$ cat config.mk
export PLATFORM = sky130hd
export DESIGN_NAME = instruction_fetch
export DESIGN_NICKNAME = d
export VERILOG_FILES = /design/src/rtl/instruction_fetch.sv
export SDC_FILE = /design/constraint.sdc
export NUM_CORES = 1
export LEC_CHECK = 0
export CORE_MARGIN = 2
export CORE_UTILIZATION = 37
export CTS_CLUSTER_SIZE = 16
export DETAILED_ROUTE_END_ITERATION = 16
export GPL_TIMING_DRIVEN = 0
export PLACE_DENSITY_LB_ADDON = 0.2
export SLEW_MARGIN = 0
export SYNTH_ARGS = -nofsm -noshare
export SYNTH_HDL_FRONTEND = slang
export SYNTH_SLANG_ARGS = --single-unit
export TNS_END_PERCENT = 30
$ cat constraint.sdc
create_clock -name clk -period 1.85 [get_ports clk]
set_input_delay 0.37 -clock clk [delete_from_list [all_inputs] [get_ports clk]]
set_output_delay 0.37 -clock clk [all_outputs]
set_load 0.005 [all_outputs]
$ cat src/rtl/instruction_fetch.sv
// rtl/instruction_fetch.sv - RISC-V fetch stage: pc, imem handshake, instruction register, field slices (optional FETCH_PERF_EN counters)
module instruction_fetch #(
    parameter logic [31:0] RESET_PC  = 32'h0000_0000,
    parameter logic [31:0] NOP_INSTR = 32'h0000_0013
) (
    input  logic        clk,
    input  logic        rst_n,
    input  logic        stall,
    input  logic        branchTaken,
    input  logic [31:0] branchTarget,
    output logic        imemReq,
    output logic [31:0] imemAddr,
    input  logic        imemReady,
    input  logic [31:0] imemData,
    output logic [31:0] instr,
    output logic [31:0] instrPc,
    output logic        instrValid,
    output logic [31:0] pc,
    output logic [6:0]  opCode,
    output logic [2:0]  funct3,
    output logic [6:0]  funct7,
    output logic [4:0]  rd,
    output logic [4:0]  rs1,
    output logic [4:0]  rs2
`ifdef FETCH_PERF_EN
    ,
    output logic [31:0] fetchCount,
    output logic [31:0] stallCount
`endif
);

    localparam logic [1:0] IDLE  = 2'b00;
    localparam logic [1:0] FETCH = 2'b01;
    localparam logic [1:0] HOLD  = 2'b10;

    logic [1:0] state;
    logic       accept;
    logic       redirect;

    // A redirect only counts once the stage is running; it overrides any accept.
    assign redirect = branchTaken && (state != IDLE);
    assign accept   = (state == FETCH) && imemReady && !branchTaken;

    // Main fetch state: FSM, pc and instruction register.
    always_ff @(posedge clk or negedge rst_n) begin
        if (!rst_n) begin
            state      <= IDLE;
            pc         <= RESET_PC;
            instr      <= NOP_INSTR;
            instrPc    <= RESET_PC;
            instrValid <= 1'b0;
        end else if (state == IDLE) begin
            state <= FETCH;
        end else if (redirect) begin
            pc         <= {branchTarget[31:2], 2'b00};
            instr      <= NOP_INSTR;
            instrValid <= 1'b0;
            state      <= FETCH;
        end else if (state == FETCH) begin
            if (imemReady) begin
                instr      <= imemData;
                instrPc    <= pc;
                instrValid <= 1'b1;
                pc         <= pc + 32'd4;
                state      <= stall ? HOLD : FETCH;
            end else if (!stall) begin
                instrValid <= 1'b0;
            end
        end else begin
            if (!stall) begin
                state      <= FETCH;
                instrValid <= 1'b0;
            end
        end
    end

`ifdef FETCH_PERF_EN
    // Performance counters: accepted fetches and cycles spent holding.
    always_ff @(posedge clk or negedge rst_n) begin
        if (!rst_n) begin
            fetchCount <= 32'd0;
            stallCount <= 32'd0;
        end else begin
            if (accept) begin
                fetchCount <= fetchCount + 32'd1;
            end
            if (state == HOLD) begin
                stallCount <= stallCount + 32'd1;
            end
        end
    end
`else
    logic unused_accept;
    assign unused_accept = accept;
`endif

    assign imemReq  = (state == FETCH);
    assign imemAddr = pc;

    assign opCode = instr[6:0];
    assign rd     = instr[11:7];
    assign funct3 = instr[14:12];
    assign rs1    = instr[19:15];
    assign rs2    = instr[24:20];
    assign funct7 = instr[31:25];

endmodule

-- Word-level counts from Yosys, hierarchy flattened
Cells that the tools add are included.
- word-level logic and storage cells: 35
- output and inout bits: 162
- input port bits: 69
- bits in registers: 99
- add/sub/neg operators: 1
- bitwise operators: 2
- eq/ne operators: 3
- reduce and logical (&&, ||, !) cells: 8
- muxes and demuxes: 16
- operators by type and width (operator ; number):
    32-bit 2-to-1 mux ; 6
    32-bit by 3-bit adder with 32-bit output, second input constant ; 1
    2-bit 2-to-1 mux ; 6
    4-bit by 1-bit != test with 1-bit output, second input constant ; 2
    2-bit nonzero test ; 3
    1-bit 2-to-1 mux ; 4
    4-bit AND reduction ; 1
    3-bit AND reduction ; 1
    2-bit by 1-bit equality test with 1-bit output, second input constant ; 1
    2-bit logical NOT ; 1
    1-bit inverter ; 2
    2-bit AND reduction ; 1
    1-bit logical AND ; 1

-- Depth between registers and ports, before layout
- depth in word-level cells: 5
- mapped depth: 7
- depth with buffers taken out: 6

-- Worst setup path after synthesis
OpenSTA, ideal clock, no wires.
- kind: register -> register
- start point: reg pc[2] (netlist: imemAddr[2])
- end point: reg pc[28] (netlist: imemAddr[28])
- data arrival time: 1.950 ns
- setup time: 0.099 ns
- setup slack: -0.200 ns
- clock period less this slack: 2.050 ns
- cell stages (with the launch flop): 8
- required time: 1.751 ns
- buffers on the path: 1
- cells stage by stage: dfrtp_1 -> ha_1 -> nand4_1 -> or3_1 -> clkbuf_1 -> nor4_1 -> nor3_1 -> a311oi_1
- longest elaborated chain between the ends: 4
- ends and longest elaborated chain (what ; RTL line ; source):
    from (decl) ; 18 ; output logic [31:0] pc,
    from (signal assigned) ; 55 ; pc <= {branchTarget[31:2], 2'b00};
    from (signal assigned) ; 64 ; pc <= pc + 32'd4;
    32-bit by 3-bit adder with 32-bit output ; 64 ;
    32-bit 2-to-1 mux ; 60 ; if (imemReady) begin
    32-bit 2-to-1 mux ; 59 ; end else if (state == FETCH) begin
    32-bit 2-to-1 mux ; 54 ; end else if (redirect) begin
No other way between the ends. The select of a mux whose other input is x is not followed.
A chain may end at the register's enable or synchronous reset.

-- Final worst setup path
- start point: reg pc[8] (netlist: imemAddr[8])
- end point: reg pc[29] (netlist: imemAddr[29])
The elaborated chain is that of the path after synthesis.

==> metrics.log <==
INFO  metric cts_tree = yes
INFO  metric grt_setup_unrepaired = yes
INFO  metric initial_utilization = 37.9%
INFO  metric io-pin-count = between 200 and 250
INFO  metric die-area = between 0.01 and 0.015 sq mm
INFO  metric final_net_count = roughly 850
INFO  metric arrival_time_worst_endpoint = ~2.3 ns
INFO  metric netlist.top_cell.by_area = dfrtp_1
INFO  metric flow.area_growth_from_synthesis = 68.9%
INFO  metric hold_viol = 0
INFO  metric synth_edf_count = 0
INFO  metric die_w = roughly 120 um
INFO  metric worst_setup_hold_path_clk_slew = 0.07 ns
INFO  metric setup-violations-final = 7
INFO  metric vias_in_the_first_global_route = a little under 5000
INFO  metric critPathLaunch = imemAddr[8]$_DFFE_PN0P_
INFO  metric power_per_cell_area = between 800 and 900 mW/mm^2
INFO  metric synth_cell_types = 51
INFO  metric mappedNetlistArea = between 0.004 and 0.005 sq mm
INFO  metric avgSynthCellArea = between 9 and 10 sq um
INFO  metric fill_cells = 1072
INFO  metric ys_seq_elements = 95
INFO  metric synth.yosys.seq_area_share = 49.7%
INFO  metric gp_routability_congestion = roughly 0.87
INFO  metric status = finished with violations
INFO  metric antennaDiodeCount = 0
INFO  metric most_used_standard_cells_in_the_synthesized_netlist = nand2_1, dfrtp_1, buf_4
INFO  metric placed_cells = 908
INFO  metric wire_per_inst = 18.3 um
INFO  metric worst_slack = -0.165 ns
INFO  metric globalRouteTotalUtil = approximately a quarter
INFO  metric grt_max_degree = 59
INFO  metric setup_clock_skew_after_layout = approximately 0.0053 ns
INFO  metric synth.top_cells.by_area = dfrtp_1, buf_4, nand2_1
INFO  metric report.final.slew_viol_count = 0
INFO  metric remaining_drc_errors = 0
INFO  metric floorplan.die.height = 118 um
INFO  metric grt.overflow.total = 0
INFO  metric cts.sink_count = between 90 and 100
INFO  metric yosys.cell_count.top_type = nand2_1
INFO  metric synth_top_cell_area_share = between 40% and 50%
INFO  metric p_leak = 3.59 nW
INFO  metric drive_above_1_share = roughly 28%
INFO  metric antenna_left = 0
INFO  metric violations = negative setup slack
INFO  metric final.hold.worst_slack = ~0.0083 ns
INFO  metric async_reset_ff_share = 100%
INFO  metric post_synth_inst_count = ~510
INFO  metric required = 2.12 ns
INFO  metric cp-end-kind = register
INFO  metric drt_pass1_iterations = 5
INFO  metric timing.hold.worst.class = primary input to asynchronous set/reset pin
INFO  metric max_freq = roughly 500 MHz
INFO  metric drtIter0Drc = 345
INFO  metric post-route-min-period = slightly above 2 ns
INFO  metric max-slew-margin-rel = approximately 60%
INFO  metric maxCapViolCount = 0
INFO  metric critical_path_peak_fanout = 6
INFO  metric grt_first_pass_wirelength = between 20000 and 30000 um
INFO  metric crit_type = register to register
INFO  metric row_count = 41
INFO  metric ys_warn_count = 0
INFO  metric avgViaCountPerCell = between 5 and 6
INFO  metric route.final.wire_length = ~17000 um
INFO  metric ys_dominant_reg_cell = dfrtp_1
INFO  metric max-vdd-ir-drop = 0.415 mV
INFO  metric htreeDepth = 3
INFO  metric cts.path.max_buffers = 2
INFO  metric portion_of_the_clock_cycle_consumed_by_the_worst_path_in_the_final_layout = 109%
INFO  metric numCtsBuffers = 9
INFO  metric cts-root-buf = clkbuf_16
INFO  metric placement.io_buffers = approximately 220
INFO  metric floorplan.core_area = roughly 0.013 sq mm
INFO  metric worst_pin_slew = 0.600 ns
INFO  metric dr_total_vias = ~4900
INFO  metric antenna_violations_before_repair = 0
INFO  metric worstSkewPairLatency = ~0.34 ns
INFO  metric rr_startpoint = imemAddr[8]$_DFFE_PN0P_
INFO  metric dp.final_hpwl = roughly 13000 um
INFO  metric cp-start-kind = register
INFO  metric final_cell_count_no_fill = 955
==> worst max-delay path, stage by stage, from the launching register on <==
cell       delay, ns
dfrtp_2         0.42
nand3_4         0.13
or4_4           0.55
or4b_4          0.52
a21oi_2         0.17
a2bb2oi_2       0.14
==> repair_timing <==
item | 4_1_cts | 5_1_grt
pin swaps | 8 | 19
buffers inserted | 16 | 17
gates resized for setup | 65 | 52
setup endpoints to repair | 101 | 99
gates cloned | 0 | 0
hold buffers | 0 | 0
==> placed cells by master, fill, tap and decap left out, types with 3 or more instances in the layout <==
| cell type | netlist | routed |
|---|---|---|
| dfrtp_2 | 0 | 24 |
| and3_1 | 3 | 3 |
| a2bb2oi_1 | 5 | 4 |
| a311oi_1 | 7 | 6 |
| nor2b_1 | 5 | 4 |
| clkbuf_16 | 0 | 9 |
| buf_6 | 0 | 6 |
| dfstp_2 | 3 | 3 |
| buf_2 | 1 | 3 |
| nor3_4 | 0 | 3 |
| o22ai_1 | 13 | 11 |
| clkdlybuf4s50_1 | 0 | 204 |
| or3_1 | 4 | 3 |
| inv_1 | 10 | 10 |
| dfrtp_1 | 92 | 68 |
| nor3_2 | 0 | 4 |
| nor3_1 | 12 | 5 |
| o22a_1 | 7 | 6 |
| a21oi_1 | 19 | 17 |
| a21oi_2 | 1 | 3 |
| nand3_1 | 13 | 12 |
| a31oi_1 | 3 | 3 |
| clkbuf_2 | 0 | 11 |
| o32ai_1 | 3 | 3 |
| conb_1 | 1 | 6 |
| clkbuf_1 | 27 | 10 |
| o21ai_0 | 21 | 19 |
| a22o_1 | 29 | 29 |
| clkbuf_4 | 0 | 6 |
| a32oi_1 | 3 | 3 |
| nand4_1 | 6 | 6 |
| nor4_2 | 0 | 3 |
| buf_4 | 68 | 111 |
| nor2_1 | 21 | 19 |
| nand2_1 | 99 | 97 |
==> state kept, by name, indices dropped and copies added, names as in the netlist <==
name	cells
state	2
instrPc	30
instrValid	1
instr	32
imemAddr	30
==> final timing paths <==
kind,cells past startpoint,slack [ns],end
min in group clk,2,0.47,instrPc[17]$_DFFE_PN0P_
max in group asynchronous,2,1.12,instr[0]$_DFFE_PN1P_
worst min register to register,2,0.47,instrPc[17]$_DFFE_PN0P_
worst max register to register,5,-0.17,imemAddr[29]$_DFFE_PN0P_
worst max-delay path,5,-0.17,imemAddr[29]$_DFFE_PN0P_
worst min-delay path,1,0.008,instrPc[11]$_DFFE_PN0P_
==> kinds of logic (layout without fill, tap and decap cells) <==
group           count (synthesis)  after routing  share of synthesized area, %
fa+ha+maj                       1              1                         0.261
other cells                     1              6                        0.0783
simple gates                  178            178                          17.1
compound gates                123            123                          18.5
flops                          95             95                          49.7
xor+xnor                        1              1                         0.183
mux                             1              1                         0.235
buf+inv                       109            378                          13.9
==> report_power, final <==
group	switching, mW	internal, mW	total [mW]
registers	0.330	2.39	2.72
clock network	0.781	1.18	1.96
logic	0.945	1.49	2.44
==> final cells by class <==
cell class / instances / area, sq um / share of cell area [%]
Tap cell: 172 / 215 / 2.66
Clock buffer: 12 / 236 / 2.92
Buffer: 97 / 678 / 8.38
Inverter: 10 / 37.5 / 0.464
Timing Repair Buffer: 255 / 2470 / 30.5
Multi-Input combinational cell: 310 / 1970 / 24.4
Sequential cell: 95 / 2410 / 29.8
Clock inverter: 4 / 70.1 / 0.866
==> through the flow <==
stage	instance area (sq um)	power (mW)	utilization [%]	setup slack, ns	TNS (ns)
after floorplan	4830	3.53	-	-0.158	-0.492
after global placement	7260	4.89	57.5	-3.25	-373.26
after detailed placement	7290	4.93	57.7	-1.20	-69.68
after CTS	7860	7.02	62.3	-0.209	-0.605
after global routing	8090	7.47	64.1	-0.230	-1.54
final	8090	7.12	64.1	-0.165	-0.423
==> per-layer routing <==
layer	share of wire, %	wire (um)	vias to the layer above	global-route usage [%]
met4	1.3	235	0	6.93
met1	42	7280	2374	31.3
met5	0	0	-	0
met2	49	8640	272	43.2
li1	-	-	2270	-
met3	7.5	1320	18	4.51
(Power assumes the default switching activity.)
